--- config.mk ---
export PLATFORM = sky130hd
export DESIGN_NAME = scroll_mmio_writer_flat
export DESIGN_NICKNAME = d
export VERILOG_FILES = /design/src/rtl/ppu_pkg.sv /design/src/rtl/scroll_mmio_writer_if.sv /design/src/rtl/autorepeat_timer.sv /design/src/rtl/scroll_mmio_writer.sv /design/src/flat_wrapper.sv
export SDC_FILE = /design/constraint.sdc
export NUM_CORES = 1
export LEC_CHECK = 0
export CAP_MARGIN = 20
export CORE_ASPECT_RATIO = 1.2
export CORE_MARGIN = 2
export CORE_UTILIZATION = 48
export DETAILED_ROUTE_END_ITERATION = 8
export GPL_TIMING_DRIVEN = 1
export PLACE_DENSITY_LB_ADDON = 0.12
export RECOVER_POWER = 50
export SLEW_MARGIN = 20
export SYNTH_ARGS = -nofsm -noshare
export SYNTH_HDL_FRONTEND = slang
export SYNTH_SLANG_ARGS = --single-unit
--- constraint.sdc ---
create_clock -name clk -period 2.6 [get_ports clk]
set_clock_uncertainty 0.15 [all_clocks]
set_input_delay 0.39 -clock clk [delete_from_list [all_inputs] [get_ports clk]]
set_output_delay 0.39 -clock clk [all_outputs]
set_load 0.03 [all_outputs]
--- src/rtl/ppu_pkg.sv ---
// Shared PPU-side definitions: scroll register addresses, direction and FSM encodings.
// Imported by the scroll writer, its interface and its testbench.
package ppu_pkg;

    localparam logic [15:0] SCY_ADDR = 16'hFF42;
    localparam logic [15:0] SCX_ADDR = 16'hFF43;

    typedef enum logic [1:0] {DIR_UP, DIR_DOWN, DIR_RIGHT, DIR_LEFT} dir_t;

    typedef enum logic {IDLE, HOLD} scroll_state_t;

    function automatic int unsigned umax(input int unsigned a, input int unsigned b);
        return (a > b) ? a : b;
    endfunction

endpackage

--- src/rtl/scroll_mmio_writer_if.sv ---
// Button-in / MMIO-write-out bundle of scroll_mmio_writer, plus FSM debug visibility.
// slave = the writer itself, master = whoever drives the buttons and watches the bus.
interface scroll_mmio_writer_if;
    import ppu_pkg::*;

    logic          btn_up;
    logic          btn_down;
    logic          btn_left;
    logic          btn_right;

    // mmio_wr is a one-cycle strobe with no backpressure: the ppu takes
    // mmio_a/mmio_din on every cycle mmio_wr is high; both hold otherwise.
    logic [15:0]   mmio_a;
    logic [7:0]    mmio_din;
    logic          mmio_wr;
    logic [7:0]    scroll_x;
    logic [7:0]    scroll_y;

    scroll_state_t dbg_state;
    logic [7:0]    dbg_repeat_cnt;
    logic          dbg_accel;

    modport slave (
        input  btn_up, btn_down, btn_left, btn_right,
        output mmio_a, mmio_din, mmio_wr, scroll_x, scroll_y,
        output dbg_state, dbg_repeat_cnt, dbg_accel
    );

    modport master (
        output btn_up, btn_down, btn_left, btn_right,
        input  mmio_a, mmio_din, mmio_wr, scroll_x, scroll_y,
        input  dbg_state, dbg_repeat_cnt, dbg_accel
    );

endinterface

--- src/rtl/autorepeat_timer.sv ---
// Loadable down-counter for auto-repeat timing; o_zero flags the cycle a repeat is due.
// Load wins over decrement; the count never wraps below zero.
module autorepeat_timer #(
    parameter int unsigned CW = 1
) (
    input  logic          clk,
    input  logic          rst,
    input  logic          i_load,
    input  logic [CW-1:0] i_load_val,
    input  logic          i_dec,
    output logic          o_zero
);

    logic [CW-1:0] r_cnt;

    always_ff @(posedge clk) begin
        if (rst) begin
            r_cnt <= '0;
        end else if (i_load) begin
            r_cnt <= i_load_val;
        end else if (i_dec && (r_cnt != '0)) begin
            r_cnt <= r_cnt - 1'b1;
        end
    end

    assign o_zero = (r_cnt == '0);

endmodule

--- src/rtl/scroll_mmio_writer.sv ---
// Turns held direction buttons into SCY/SCX MMIO writes with keyboard-style auto-repeat.
// Optional macro SCROLL_ACCEL_EN: shortens the repeat period after ACCEL_AFTER repeats.
module scroll_mmio_writer
    import ppu_pkg::*;
#(
    parameter int unsigned REPEAT_DELAY  = 1048576,
    parameter int unsigned REPEAT_PERIOD = 524288,
    parameter int unsigned ACCEL_AFTER   = 8
) (
    input  logic                 clk,
    input  logic                 rst,
    scroll_mmio_writer_if.slave  io_bus
);

    localparam int unsigned CNT_MAX = umax(REPEAT_DELAY, REPEAT_PERIOD);
    localparam int unsigned CW      = (CNT_MAX > 1) ? $clog2(CNT_MAX) : 1;

    localparam logic [CW-1:0] DELAY_LD  = CW'(REPEAT_DELAY - 1);
    localparam logic [CW-1:0] PERIOD_LD = CW'(REPEAT_PERIOD - 1);
    localparam logic [7:0]    ACCEL_TH  = 8'((ACCEL_AFTER > 255) ? 255 : ACCEL_AFTER);
`ifdef SCROLL_ACCEL_EN
    localparam logic [CW-1:0] FAST_LD   = CW'(umax(REPEAT_PERIOD >> 2, 1) - 1);
`endif

    scroll_state_t r_state;
    dir_t          r_dir;
    logic [7:0]    r_x;
    logic [7:0]    r_y;
    logic [15:0]   r_a;
    logic [7:0]    r_din;
    logic          r_wr;
    logic [7:0]    r_repeat_cnt;

    dir_t          w_sel_dir;
    dir_t          w_wr_dir;
    logic          w_any;
    logic          w_held;
    logic          w_zero;
    logic          w_press;
    logic          w_repeat_fire;
    logic          w_load;
    logic          w_dec;
    logic [CW-1:0] w_period_ld;
    logic [CW-1:0] w_load_val;
    logic          w_is_y;
    logic [15:0]   w_wr_addr;
    logic [7:0]    w_wr_data;

    assign w_any = io_bus.btn_up | io_bus.btn_down | io_bus.btn_right | io_bus.btn_left;

    // Fixed priority up > down > right > left.
    always_comb begin
        w_sel_dir = DIR_LEFT;
        if (io_bus.btn_up)         w_sel_dir = DIR_UP;
        else if (io_bus.btn_down)  w_sel_dir = DIR_DOWN;
        else if (io_bus.btn_right) w_sel_dir = DIR_RIGHT;
    end

    always_comb begin
        w_held = 1'b0;
        case (r_dir)
            DIR_UP:    w_held = io_bus.btn_up;
            DIR_DOWN:  w_held = io_bus.btn_down;
            DIR_RIGHT: w_held = io_bus.btn_right;
            DIR_LEFT:  w_held = io_bus.btn_left;
            default:   w_held = 1'b0;
        endcase
    end

    assign w_press       = (r_state == IDLE) && w_any;
    assign w_repeat_fire = (r_state == HOLD) && w_held && w_zero;
    assign w_dec         = (r_state == HOLD) && w_held && !w_zero;
    assign w_load        = w_press || w_repeat_fire;

    // Acceleration looks at the repeat count before this repeat is counted.
`ifdef SCROLL_ACCEL_EN
    assign w_period_ld = (r_repeat_cnt >= ACCEL_TH) ? FAST_LD : PERIOD_LD;
`else
    assign w_period_ld = PERIOD_LD;
`endif
    assign w_load_val = w_press ? DELAY_LD : w_period_ld;

    // A fresh press writes in the newly selected direction, a repeat in the latched one.
    assign w_wr_dir = (r_state == IDLE) ? w_sel_dir : r_dir;

    always_comb begin
        w_is_y    = (w_wr_dir == DIR_UP) || (w_wr_dir == DIR_DOWN);
        w_wr_addr = w_is_y ? SCY_ADDR : SCX_ADDR;
        w_wr_data = r_x;
        case (w_wr_dir)
            DIR_UP:    w_wr_data = r_y - 8'd1;
            DIR_DOWN:  w_wr_data = r_y + 8'd1;
            DIR_RIGHT: w_wr_data = r_x + 8'd1;
            DIR_LEFT:  w_wr_data = r_x - 8'd1;
            default:   w_wr_data = r_x;
        endcase
    end

    autorepeat_timer #(.CW(CW)) u_timer (
        .clk        (clk),
        .rst        (rst),
        .i_load     (w_load),
        .i_load_val (w_load_val),
        .i_dec      (w_dec),
        .o_zero     (w_zero)
    );

    always_ff @(posedge clk) begin
        if (rst) begin
            r_state      <= IDLE;
            r_dir        <= DIR_UP;
            r_x          <= 8'd0;
            r_y          <= 8'd0;
            r_a          <= 16'h0000;
            r_din        <= 8'd0;
            r_wr         <= 1'b0;
            r_repeat_cnt <= 8'd0;
        end else begin
            r_wr <= 1'b0;
            case (r_state)
                IDLE: begin
                    if (w_any) begin
                        r_dir        <= w_sel_dir;
                        r_repeat_cnt <= 8'd0;
                        r_state      <= HOLD;
                    end
                end
                HOLD: begin
                    if (!w_held) begin
                        r_state <= IDLE;
`ifdef SCROLL_ACCEL_EN
                        r_repeat_cnt <= 8'd0;
`endif
                    end else if (w_zero && (r_repeat_cnt != 8'hFF)) begin
                        r_repeat_cnt <= r_repeat_cnt + 8'd1;
                    end
                end
                default: r_state <= IDLE;
            endcase

            if (w_press || w_repeat_fire) begin
                r_wr  <= 1'b1;
                r_a   <= w_wr_addr;
                r_din <= w_wr_data;
                if (w_is_y) r_y <= w_wr_data;
                else        r_x <= w_wr_data;
            end
        end
    end

    assign io_bus.mmio_a         = r_a;
    assign io_bus.mmio_din       = r_din;
    assign io_bus.mmio_wr        = r_wr;
    assign io_bus.scroll_x       = r_x;
    assign io_bus.scroll_y       = r_y;
    assign io_bus.dbg_state      = r_state;
    assign io_bus.dbg_repeat_cnt = r_repeat_cnt;
    assign io_bus.dbg_accel      = (r_repeat_cnt >= ACCEL_TH);

endmodule

--- src/flat_wrapper.sv ---
// flat-port wrapper written by rule: the top's interface ports become plain ports
module scroll_mmio_writer_flat import ppu_pkg::*;
#(
    parameter int unsigned REPEAT_DELAY  = 1048576,
    parameter int unsigned REPEAT_PERIOD = 524288,
    parameter int unsigned ACCEL_AFTER   = 8
)
  (clk, rst, io_bus_btn_up, io_bus_btn_down, io_bus_btn_left, io_bus_btn_right, io_bus_mmio_a, io_bus_mmio_din, io_bus_mmio_wr, io_bus_scroll_x, io_bus_scroll_y, io_bus_dbg_state, io_bus_dbg_repeat_cnt, io_bus_dbg_accel);
  scroll_mmio_writer_if io_bus_i ();
  input  logic clk;
  input  logic rst;
  input wire logic [$bits(io_bus_i.btn_up)-1:0] io_bus_btn_up;
  input wire logic [$bits(io_bus_i.btn_down)-1:0] io_bus_btn_down;
  input wire logic [$bits(io_bus_i.btn_left)-1:0] io_bus_btn_left;
  input wire logic [$bits(io_bus_i.btn_right)-1:0] io_bus_btn_right;
  output wire logic [$bits(io_bus_i.mmio_a)-1:0] io_bus_mmio_a;
  output wire logic [$bits(io_bus_i.mmio_din)-1:0] io_bus_mmio_din;
  output wire logic [$bits(io_bus_i.mmio_wr)-1:0] io_bus_mmio_wr;
  output wire logic [$bits(io_bus_i.scroll_x)-1:0] io_bus_scroll_x;
  output wire logic [$bits(io_bus_i.scroll_y)-1:0] io_bus_scroll_y;
  output wire logic [$bits(io_bus_i.dbg_state)-1:0] io_bus_dbg_state;
  output wire logic [$bits(io_bus_i.dbg_repeat_cnt)-1:0] io_bus_dbg_repeat_cnt;
  output wire logic [$bits(io_bus_i.dbg_accel)-1:0] io_bus_dbg_accel;
  assign io_bus_i.btn_up = io_bus_btn_up;
  assign io_bus_i.btn_down = io_bus_btn_down;
  assign io_bus_i.btn_left = io_bus_btn_left;
  assign io_bus_i.btn_right = io_bus_btn_right;
  assign io_bus_mmio_a = io_bus_i.mmio_a;
  assign io_bus_mmio_din = io_bus_i.mmio_din;
  assign io_bus_mmio_wr = io_bus_i.mmio_wr;
  assign io_bus_scroll_x = io_bus_i.scroll_x;
  assign io_bus_scroll_y = io_bus_i.scroll_y;
  assign io_bus_dbg_state = io_bus_i.dbg_state;
  assign io_bus_dbg_repeat_cnt = io_bus_i.dbg_repeat_cnt;
  assign io_bus_dbg_accel = io_bus_i.dbg_accel;
  scroll_mmio_writer #(.REPEAT_DELAY(REPEAT_DELAY), .REPEAT_PERIOD(REPEAT_PERIOD), .ACCEL_AFTER(ACCEL_AFTER)) u_core (.clk(clk), .rst(rst), .io_bus(io_bus_i));
endmodule
**Word-level counts from Yosys, hierarchy flattened**

Cells that the tools add are included.

- Register bits: 72
- Latch bits: 0
- Word-level logic and storage cells: 67
- RAM bits: 0
- Bits in read-only memories: 0
- Memories: 0
- Input bits: 6

- Reduce and logical (&&, ||, !) cells: 18
- Mux-type cells: 18
- Equality and inequality tests: 10
- Multiply operators: 0
- Shift operators: 0
- Order comparisons: 1
- Add/sub/neg operators: 6
- Divide/modulo/power cells: 0
- Bitwise operators: 5

Operator list:

| operator | count |
|---|---|
| $mux W20 | 3 |
| $pmux W8 S4 | 1 |
| $add A8 B1 Y8 const B | 3 |
| $mux W8 | 3 |
| $logic_not A20 Y1 | 1 |
| $reduce_bool A20 Y1 | 1 |
| $sub A20 B1 Y20 const B | 1 |
| $pmux W8 S2 | 1 |
| $sub A8 B1 Y8 const B | 2 |
| $eq A2 B2 Y1 const B | 4 |
| $ge A8 B4 Y1 const B | 1 |
| $ne A8 B8 Y1 const B | 1 |
| $logic_and A1 B1 Y1 | 6 |
| $mux W2 | 3 |
| $reduce_and A2 Y1 | 3 |
| $mux W1 | 5 |
| $eq A2 B1 Y1 const B | 2 |
| $logic_not A2 Y1 | 2 |
| $ne A2 B2 Y1 const B | 2 |
| $pmux W1 S4 | 1 |
| $or A1 B1 Y1 | 3 |
| $reduce_and A3 Y1 | 1 |
| $logic_or A1 B1 Y1 | 2 |
| $ne A2 B1 Y1 const B | 1 |
| 4 further kinds | 5 |

**Longest topological paths before layout**

Gate-level depths: netlist of the first run.

- Depth in word-level cells: 8
- Depth in mapped cells: 11
- Mapped depth without buffers: 10

**Cells and area by module**

From an unflattened synthesis of the first run, not the netlist that was laid out.

- Cell total of the unflattened synthesis: 447
- Area total of the unflattened synthesis: 3,626.0 um^2

By module, submodules not included:

| module | seq. area each (um^2) | cells each | area an instance (um^2) | times used |
|---|---|---|---|---|
| scroll_mmio_writer | 760.7 | 304 | 2,412.3 | 1 |
| autorepeat_timer | 400.4 | 143 | 1,213.7 | 1 |

**Worst setup path before layout of the first run**

No wires, ideal clock.

- Path kind: reg-to-reg
- Start point: reg u_core.r_state, in the netlist u_core.io_bus.dbg_state
- End point: reg u_core.r_din[7], in the netlist u_core.io_bus.mmio_din[7]
- Stages on the path, launching flop included: 10
- Required time: 2.330 ns
- Arrival: 2.733 ns
- Setup slack: -0.403 ns
- Cells stage by stage: dfxtp_1 -> clkbuf_1 -> nor3b_1 -> a31oi_1 -> ha_1 -> or3_1 -> o211ai_1 -> xnor2_1 -> nor4_1 -> a211o_1

- Word-level cells in the longest chain between the ends: 3
- Elaborated cells on any way between the ends: 11

RTL lines:

| item | line | text |
|---|---|---|
| start: declaration | scroll_mmio_writer.sv:25 | `scroll_state_t r_state;` |
| start signal: assignment | scroll_mmio_writer.sv:110 | `r_state <= IDLE;` |
| start signal: assignment | scroll_mmio_writer.sv:125 | `r_state <= HOLD;` |
| start signal: assignment | scroll_mmio_writer.sv:130 | `r_state <= IDLE;` |
| $mux W2 (tied with other cells) | scroll_mmio_writer.sv:84 | `assign w_wr_dir = (r_state == IDLE) ? w_sel_dir : r_dir;` |
| $eq A2 B2 Y1 (tied with other cells) | scroll_mmio_writer.sv:90 | `case (w_wr_dir)` |
| $pmux W8 S4 / $logic_or A1 B1 Y1 (equally long branches) | scroll_mmio_writer.sv:90, scroll_mmio_writer.sv:141 |  |
| end signal: assignment | scroll_mmio_writer.sv:144 | `r_din <= w_wr_data;` |
| end: declaration | scroll_mmio_writer.sv:30 | `logic [7:0] r_din;` |

Several ways; a longest one is shown, not always the timed one.
A chain may end at the register's enable or synchronous reset.

**Final worst setup path of the first run**

- Start point: reg u_core.r_state, in the netlist u_core.io_bus.dbg_state
- End point: reg u_core.r_din[6], in the netlist u_core.io_bus.mmio_din[6]

The elaborated chain is that of the path after synthesis.

==> results.md, run 1 <==
* Outcome: finished clean
* Seq/Total Area, Yosys at 0.3378
* Clock sinks at between 50 and 60
* Design Area, Final at 4911 sq um
* Worst Slack Setup Final at 0.0003144 ns
* Area grow syn2layout at 42.88%
* Worst VDD drop at 482.6 uV
* Setup Crit Path Kind: register to register
* Unrepaired setup endpoints after global routing: yes
* Synth Warn # at 0
* Later-pin clock latency in the skew report at between 0.3 and 0.4 ns
* R2R Setup Slk at 0.0003 ns
* Hold Crit Class: input pin to register
* Antenna-violating nets left at 0
* Cell area after synthesis at about 3400 sq um
* Period minus WS final at 2.600 ns
* Fraction of layout cells with a size suffix above 1 at 0.2710
* Starting Density at 0.4985
* Clock root cell: clkbuf_8
* # setup viols final at 0
* Number of global-route vias before repair at 3281
* Max-slew violations at 0
* Clock network power share at 0.242
* Final WL at 9515 microns
* Final Net Count at 538
* Yosys cell types at 56
* CP Data Required Time at 2.72 ns
* Inserted Diodes at 0
* DR vias/cell at 5.609
* Dpl cell area at 4327 sq um
* Crit end category: register
* DR pass1 iterations at 4
* Fraction of registers with async set/reset at 0
* Final Hold Vio Count at 0
* Crit path buf inv count at 0
* Fin Hold WS at 0.3261 ns
* IO Port Bufs at 51
* All-Layer GR Usage at 0.2427
* CP Launch Type: register
* Pwr dens at 777.9 nW/um^2
* Top FF cell, synth: dfxtp_1
* Slowest stage cell, crit path: or4_4
* Crit share post-route at 0.9999
* CTS tree: done
* Max Fclk at 0.3847 GHz
* CTS Buf Count at 9
* I/O pin total at 57
* Crit path max fanout at 4
* Die Ht at 96.70 microns
* Core ar. at 6895 sq um
* Least-Margin Pin Slew at 0.5722 ns
* Avg Cell Area, Syn at approximately 8.2 sq um
* H-tree levels at 3
* Final core occ at 0.7122
* Flop pwr share at 0.303
* Headroom to the max-slew limit at 0.6185
* Routed vias at 3427
* Gpl congestion at a little under 0.9
* DPL Wire Length at 6235 microns
* Pre-CTS setup slack at -0.5624 ns
* NetSw at roughly 1.4 mW
* Max cap viols at 0
* CP top delay family: simple AND/OR/NAND/NOR gates
* Grt total ovfl at 0
* Commonest cells after routing, fill and taps aside: buf_4 (60), dfxtp_1 (56), nor2_1 (53)
* Drt wl/cell at 15.57 microns
* Logic pwr share at 0.454
* Die area at 7856 sq um
* Worst-path clk slew at 0.07 ns
* Initial antenna violation count at 0
* DR iter-0 viols at 158
* First-pass GRT wire length at 14960 microns
* Largest net degree at the start of global routing at 25
* Leak pwr at 1.929 nW
* FP Rows at 33
* Worst-path cell chain: or4_4, nand2_4, xor2_1, ha_2, nand3_2, nor3_4, a32oi_2, xnor2_1, nand2_1, a311oi_2
* Total internal power at ~2.4 mW
* Syn Inst Count at 420
* CP peak stage delay at 0.45 ns
* CTS Buffer Depth at 2
* Post-synth EDFFs at 0
* Die W at 81.25 microns
* Sw Share at 0.3685
* Yosys reg bits at 58
* CP Data Arrival Time at between 2 and 3 ns
* Commonest non-fill, non-tap cell in the layout: buf_4
* Post-route DRC at 0
==> metrics by stage <==
stage                TNS (ns)  total power [mW]  std cells
floorplan           -0.001134             2.057        424
global placement       -6.652             2.602        582
detailed placement     -7.836             2.627        582
CTS                         0             3.591        608
global route          -0.7102             4.017        611
finish                      0             3.820        611
==> power groups by stage <==
stage          Sequential (mW)  Clock, mW  Combinational (mW)
6_report                  1.16      0.925                1.74
5_1_grt                   1.18      0.977                1.86
4_1_cts                   1.14      0.933                1.52
3_5_place_dp              1.16          0                1.47
3_3_place_gp              1.16          0                1.44
2_1_floorplan             1.30          0               0.758
==> path summary, 6_finish.rpt <==
path / start / end / cells past startpoint
max: u_core.io_bus.dbg_state / u_core.io_bus.mmio_din[6] / 10
min: rst / u_core.io_bus.mmio_wr / 2
max reg2reg: u_core.io_bus.dbg_state / u_core.io_bus.mmio_din[6] / 10
min reg2reg: u_core.io_bus.mmio_din[0] / u_core.io_bus.mmio_din[0] / 2
==> final cells by class <==
cell class | instances | area [sq um]
clock inverter | 1 | 30.03
timing repair buffer | 120 | 1099
tap | 87 | 108.9
fill | 533 | 1984
clock buffer | 15 | 186.4
inverter | 11 | 41.29
multi-input combinational | 319 | 2280
sequential | 58 | 1166
==> cells by family after synthesis <==
| logic type | synth area share |
|---|---|
| compound gates | 0.1900 |
| xor+xnor | 0.07390 |
| fa+ha+maj | 0.04951 |
| buf+inv | 0.07790 |
| flops | 0.3378 |
| mux | 0.01565 |
| other cells | 0.001091 |
| simple gates | 0.2541 |
==> Yosys cell counts (3+ instances only) <==
cell type / number / share of area
dfxtp_1: 58 / 0.34
nor2_1: 54 / 0.059
a21oi_1: 36 / 0.052
nand2_1: 36 / 0.039
nor3_1: 20 / 0.029
xnor2_1: 20 / 0.051
buf_4: 15 / 0.033
clkbuf_1: 15 / 0.016
a311oi_1: 14 / 0.036
nand3_1: 13 / 0.019
ha_1: 12 / 0.044
inv_1: 11 / 0.012
xor2_1: 9 / 0.023
a211oi_1: 8 / 0.017
nand4_1: 7 / 0.013
o21ai_1: 7 / 0.010
nand2b_1: 6 / 0.011
or3_1: 6 / 0.011
and3_1: 5 / 0.0091
nor4_1: 5 / 0.0091
nor3b_1: 4 / 0.0087
o31ai_1: 4 / 0.0087
buf_6: 3 / 0.0098
nor2b_1: 3 / 0.0055
o21a_1: 3 / 0.0066
o21ai_0: 3 / 0.0044
or2_2: 3 / 0.0055
or4_1: 3 / 0.0066
==> state kept, by name (all words and copies together) (netlist names) <==
register / flops
u_core.io_bus.mmio_din: 8
u_core.u_timer.r_cnt: 20
u_core.r_dir: 2
u_core.io_bus.scroll_y: 8
u_core.io_bus.mmio_a: 2
u_core.io_bus.mmio_wr: 1
u_core.io_bus.dbg_state: 1
u_core.io_bus.dbg_repeat_cnt: 8
u_core.io_bus.scroll_x: 8
==> routing by layer <==
layer  routed length (microns)  global-route usage  share of wire  vias up
met5                         0                   0              0        -
met4                       250             0.09518          0.026        0
met3                       372             0.05597          0.039       24
met2                      4947              0.4151           0.52       93
met1                      3944              0.2873           0.41     1622
li1                          -                   -              -     1688
==> timing repair <==
| item | in CTS | in global routing |
|---|---|---|
| endpoints found under the setup margin | 17 | 24 |
| hold buffers | 0 | 0 |
| buffers inserted | 10 | 4 |
| gates resized for setup | 11 | 44 |
| gates cloned | 0 | 1 |
| pin swaps | 10 | 37 |
Note: power is estimated with default switching activity, not from simulation.
==> run 2: changes to the inputs <==
--- a/config.mk
+++ b/config.mk
@@ -13,6 +13,7 @@
 export GPL_TIMING_DRIVEN = 1
 export PLACE_DENSITY_LB_ADDON = 0.12
 export RECOVER_POWER = 50
+export SKIP_LAST_GASP = 1
 export SLEW_MARGIN = 20
 export SYNTH_ARGS = -nofsm -noshare
 export SYNTH_HDL_FRONTEND = slang
==> results.md, run 2 (synthesis gave the netlist of run 1 again) <==
* Outcome: finished, violations left
* Failing checks: negative setup slack
* Final WL at 9508 microns
* Final Net Count at around 540
* Crit end category: register
* Hold Crit Class: register to register
* Worst VDD drop at 471.9 uV
* Max cap viols at 0
* CTS tree: done
* Storage cell area at approximately 1200 sq um
* Die area at 7856 sq um
* All-Layer GR Usage at 0.2427
* Gpl congestion at ~0.89
* First-pass GRT wire length at 14960 microns
* DPL Wire Length at 6235 microns
* Inserted Diodes at 0
* Crit share post-route at 1.006
* Grt total ovfl at 0
* Setup Crit Path Kind: register to register
* Crit path max fanout at 7
* Reg-to-Reg Start: u_core.u_timer.r_cnt[11]
* Worst Hold Path Cells at 2
* Area of the multi-input gates at roughly 2300 sq um
* Commonest non-fill, non-tap cell in the layout: buf_4
* Reg2reg end: u_core.io_bus.scroll_y[6]
* CTS Buffer Depth at 2
* Pwr dens at roughly 770 nW/um^2
* Initial antenna violation count at 0
* CP Data Arrival Time at 2.75 ns
* Drt wl/cell at approximately 16 microns
* Max Fclk at 0.3822 GHz
* Post-placement cell count at 582
* Starting Density at 0.4985
* DR pass1 iterations at 4
* Most flop-heavy register: u_core.u_timer.r_cnt
* Commonest cells after routing, fill and taps aside: buf_4 (59), dfxtp_1 (56), nor2_1 (53)
* Area grow syn2layout at 42.56%
* Filler Cell Count at 536
* Clock root cell: clkbuf_8
* CP Data Required Time at 2.73 ns
* Hold Startpoint: u_core.io_bus.mmio_din[0]
* Final Hold Vio Count at 0
* Die W at slightly above 80 microns
* Fraction of layout cells with a size suffix above 1 at 0.2672
* Largest net degree at the start of global routing at 25
* # setup viols final at 1
* Clock sinks at 58
* R2R Setup Slk at -0.02 ns
* CP Launch Type: register
* Period minus WS final at 2.616 ns
* IO Port Bufs at 51
* Number of global-route vias before repair at 3281
* DR vias/cell at 5.571
* CTS Buf Count at 9
* Pre-CTS setup slack at -0.5624 ns
* DR iter-0 viols at 151
* Antenna-violating nets left at 0
* Total power at 3.767 mW
* Endpoint, Worst Hold: u_core.io_bus.mmio_din[0]
* FP Rows at 33
* Number of flip-flops in the largest register at 20
* Die Ht at 96.70 microns
* I/O pin total at 57
* Final core occ at 0.7106
* Post-route DRC at 0
* Leak pwr at 2.004 nW
* Cell depth of the worst flop-to-flop path at 8
* Worst Slack Setup Final at -0.01636 ns
* Core ar. at 6895 sq um
* Least-Margin Pin Slew at around 0.57 ns
* Later-pin clock latency in the skew report at 0.35 ns
* Final non-filler cell total at between 600 and 700
* Max-slew violations at 0
* Headroom to the max-slew limit at 0.6225
* Unrepaired setup endpoints after global routing: yes
* # hold bufs at CTS at 0
* Worst-path clk slew at 0.07 ns
* H-tree levels at 3
* Routed vias at between 3000 and 4000
[run 2: changes by cell type in the layout (fill, tap and decap cells not counted), sizes merged]
cell | previous run | this run
buf | 69 | 68
dlygate4sd3 | 0 | 35
clkdlybuf4s50 | 47 | 12
clkbuf | 18 | 19
[run 2: repair_timing]
action,in CTS,in global routing
buffers inserted,10,4
pin swaps,10,35
gates resized for setup,11,43
setup endpoints to repair,17,24
gates cloned,0,1
[run 2: metal layers]
layer	wire [microns]	up-vias	track usage
met5	0	-	0
met4	213	0	0.09518
met3	436	18	0.05597
met2	4992	97	0.4151
met1	3865	1608	0.2873
li1	-	1681	-
[run 2: layout make-up]
| cell class | count | area share |
|---|---|---|
| clock inverter | 1 | 0.006129 |
| timing repair buffer | 120 | 0.2234 |
| inverter | 11 | 0.008427 |
| sequential | 58 | 0.2380 |
| clock buffer | 15 | 0.03805 |
| tap | 87 | 0.02222 |
| multi-input combinational | 319 | 0.4637 |
[run 2: report_power, final]
| part | leakage (nW) | internal [mW] | switching, mW | total [mW] |
|---|---|---|---|---|
| Clock | 0.110 | 0.549 | 0.376 | 0.925 |
| Sequential | 0.481 | 1.02 | 0.137 | 1.15 |
| Combinational | 1.41 | 0.805 | 0.882 | 1.69 |
[run 2: worst max-delay path, stage by stage, from the launching register on]
cell,delay (ns)
dfxtp_2,0.32
or4_4,0.54
or4_4,0.56
o31a_1,0.32
buf_12,0.17
nor2_8,0.14
buf_6,0.15
nand2_2,0.07
a21oi_2,0.13
[run 2: per-stage QoR]
step,hold slack (ns),instance area [sq um],TNS (ns)
2_1_floorplan,0.3017,3481,-0.001134
3_3_place_gp,0.3114,4327,-6.652
3_5_place_dp,0.3047,4327,-7.836
4_1_cts,0.3114,4668,0
5_1_grt,0.3444,4900,-0.8257
6_report,0.3243,4900,-0.01636
[run 2: worst max path at each step]
stage | from | endpoint | cells past startpoint
after global placement | io_bus_btn_down | u_core.io_bus.mmio_din[6] | 11
after CTS | u_core.u_timer.r_cnt[11] | u_core.io_bus.scroll_y[6] | 8
final | u_core.u_timer.r_cnt[11] | u_core.io_bus.scroll_y[6] | 8
after detailed placement | io_bus_btn_down | u_core.io_bus.mmio_din[6] | 11
after floorplan | u_core.io_bus.dbg_state | u_core.io_bus.mmio_din[7] | 9
after global routing | u_core.io_bus.dbg_state | u_core.io_bus.mmio_din[6] | 10
==> run 3: changes to the inputs <==
--- a/config.mk
+++ b/config.mk
@@ -9,6 +9,7 @@
 export CORE_ASPECT_RATIO = 1.2
 export CORE_MARGIN = 2
 export CORE_UTILIZATION = 48
+export CTS_BUF_LIST = sky130_fd_sc_hd__clkbuf_4 sky130_fd_sc_hd__clkbuf_8 sky130_fd_sc_hd__clkbuf_16
 export DETAILED_ROUTE_END_ITERATION = 8
 export GPL_TIMING_DRIVEN = 1
 export PLACE_DENSITY_LB_ADDON = 0.12
==> results.md, run 3 (synthesis gave the netlist of run 1 again) <==
* Commonest cells after routing, fill and taps aside: buf_4 (58), dfxtp_1 (56), nor2_1 (53)
* # hold bufs at CTS at 0
* Starting Density at 0.4985
* Max Fclk at 0.3837 GHz
* All-Layer GR Usage at 0.2454
* Die W at 81.25 microns
* Crit end category: register
* Outcome: finished, violations left
* Later-pin clock latency in the skew report at 0.35 ns
* Leak pwr at 2.010 nW
* CP peak stage delay at 0.56 ns
* Crit share post-route at 1.002
* Area grow syn2layout at 42.92%
* Final Net Count at 538
* DR pass1 iterations at 4
* Clock root cell: clkbuf_8
* # setup viols final at 1
* Max cap viols at 0
* Gpl congestion at 0.8861
* Final WL at 9623 microns
* Total power at about 3.8 mW
* CP Data Arrival Time at 2.74 ns
* Unrepaired setup endpoints after global routing: yes
* Worst Slack Setup Final at -0.006315 ns
* CTS Buffer Depth at 2
* Post-route DRC at 0
* Drt wl/cell at ~16 microns
* First-pass GRT wire length at 15120 microns
* I/O pin total at 57
* Initial antenna violation count at 0
* DR vias/cell at ~5.5
* Pwr dens at 772.0 nW/um^2
* Hold Crit Class: register to register
* CTS tree: done
* Final Hold Vio Count at 0
* Failing checks: negative setup slack
* CTS Buf Count at 9
* CP Launch Type: register
* Setup Crit Path Kind: register to register
* Grt total ovfl at 0
* Die area at 7856 sq um
* Final core occ at 0.7124
* Routed vias at 3391
* Inserted Diodes at 0
* Worst-path cell chain: or4_4, or4_4, o31a_1, buf_12, nor2_8, buf_6, nand2_2, a21oi_2
* Max-slew violations at 0
* Period minus WS final at 2.606 ns
* Number of flip-flops in the largest register at 20
* Most flop-heavy register: u_core.u_timer.r_cnt
* Commonest non-fill, non-tap cell in the layout: buf_4
* CP Data Required Time at 2.73 ns
* DPL Wire Length at slightly above 6000 microns
* Least-Margin Pin Slew at 0.5697 ns
* Headroom to the max-slew limit at 0.6202
* Slowest stage cell, crit path: or4_4
* Worst VDD drop at 501.0 uV
* H-tree levels at 3
* Clock sinks at 58
* Largest net degree at the start of global routing at 25
* Core ar. at 6895 sq um
* Number of global-route vias before repair at 3323
* IO Port Bufs at 51
* Die Ht at 96.70 microns
* Fraction of layout cells with a size suffix above 1 at 0.2729
* FP Rows at 33
* Crit path max fanout at 7
* Antenna-violating nets left at 0
* Worst-path clk slew at around 0.070 ns
* DR iter-0 viols at 109
* CP dominant cell by count: or4_4
## run 3: cell types whose count changed in the layout (fill, tap and decap cells not counted)
cell | previous run | this run
o21ai_2 | 0 | 1
clkdlybuf4s50_1 | 12 | 11
a211oi_1 | 3 | 2
a211oi_2 | 7 | 8
buf_4 | 59 | 58
dlygate4sd3_1 | 35 | 36
o21ai_1 | 9 | 8
clkbuf_1 | 3 | 2
clkbuf_4 | 0 | 2
## run 3: what timing repair did
item                       CTS  global route
setup endpoints to repair   17            24
hold endpoints to repair     0             0
buffers inserted            10             4
pin swaps                   10            39
resized for setup           11            45
gates cloned                 0             1
## run 3: metrics by stage
stage / worst slack [ns] / TNS (ns) / cells / hold WS, ns / instance area (sq um)
3_5_place_dp: -0.5624 / -7.836 / 582 / 0.3047 / 4327
2_1_floorplan: -0.001134 / -0.001134 / 424 / 0.3017 / 3481
5_1_grt: -0.1255 / -0.9099 / 611 / 0.3395 / 4912
4_1_cts: 0.007848 / 0 / 608 / 0.3113 / 4676
6_report: -0.006315 / -0.006315 / 611 / 0.3247 / 4912
3_3_place_gp: -0.5433 / -6.652 / 582 / 0.3114 / 4327
## run 3: path summary, 6_finish.rpt
check | cells after the start | slack [ns] | startpoint | to
worst max-delay path | 8 | -0.006 | u_core.u_timer.r_cnt[11] | u_core.io_bus.scroll_y[6]
worst min-delay path | 2 | 0.32 | u_core.io_bus.mmio_din[0] | u_core.io_bus.mmio_din[0]
worst max register to register | 8 | -0.006 | u_core.u_timer.r_cnt[11] | u_core.io_bus.scroll_y[6]
worst min register to register | 2 | 0.32 | u_core.io_bus.mmio_din[0] | u_core.io_bus.mmio_din[0]
## run 3: metal layers
metal	wire length [microns]	vias up	GRT usage	part of all wire
met4	263	0	0.1043	0.027
met1	3889	1596	0.2879	0.40
met3	377	24	0.05597	0.039
met2	5093	89	0.4189	0.53
met5	0	-	0	0
li1	-	1682	-	-
## run 3: where the power goes
part	internal, mW	total, mW	switching [mW]
Clock	0.570	0.939	0.370
Sequential	1.02	1.15	0.137
Combinational	0.806	1.70	0.894
Total	2.39	3.79	1.40
## run 3: final cells by class
class                   count  area (sq um)
multi-input cells         319          2281
fillers                   532          1983
flip-flops and latches     58          1166
repair buffers            120          1091
clock buffers              15         193.9
well taps                  87         108.9
inverters                  11         41.29
clock inverters             1         30.03
## run 3: critical path: cells and delay by family (launching register included)
kind,cells,cell delay [ns]
DFF,1,0.32
and+or+nand+nor,4,1.31
buffers and inverters,2,0.32
AOI/OAI and AO/OA,2,0.45
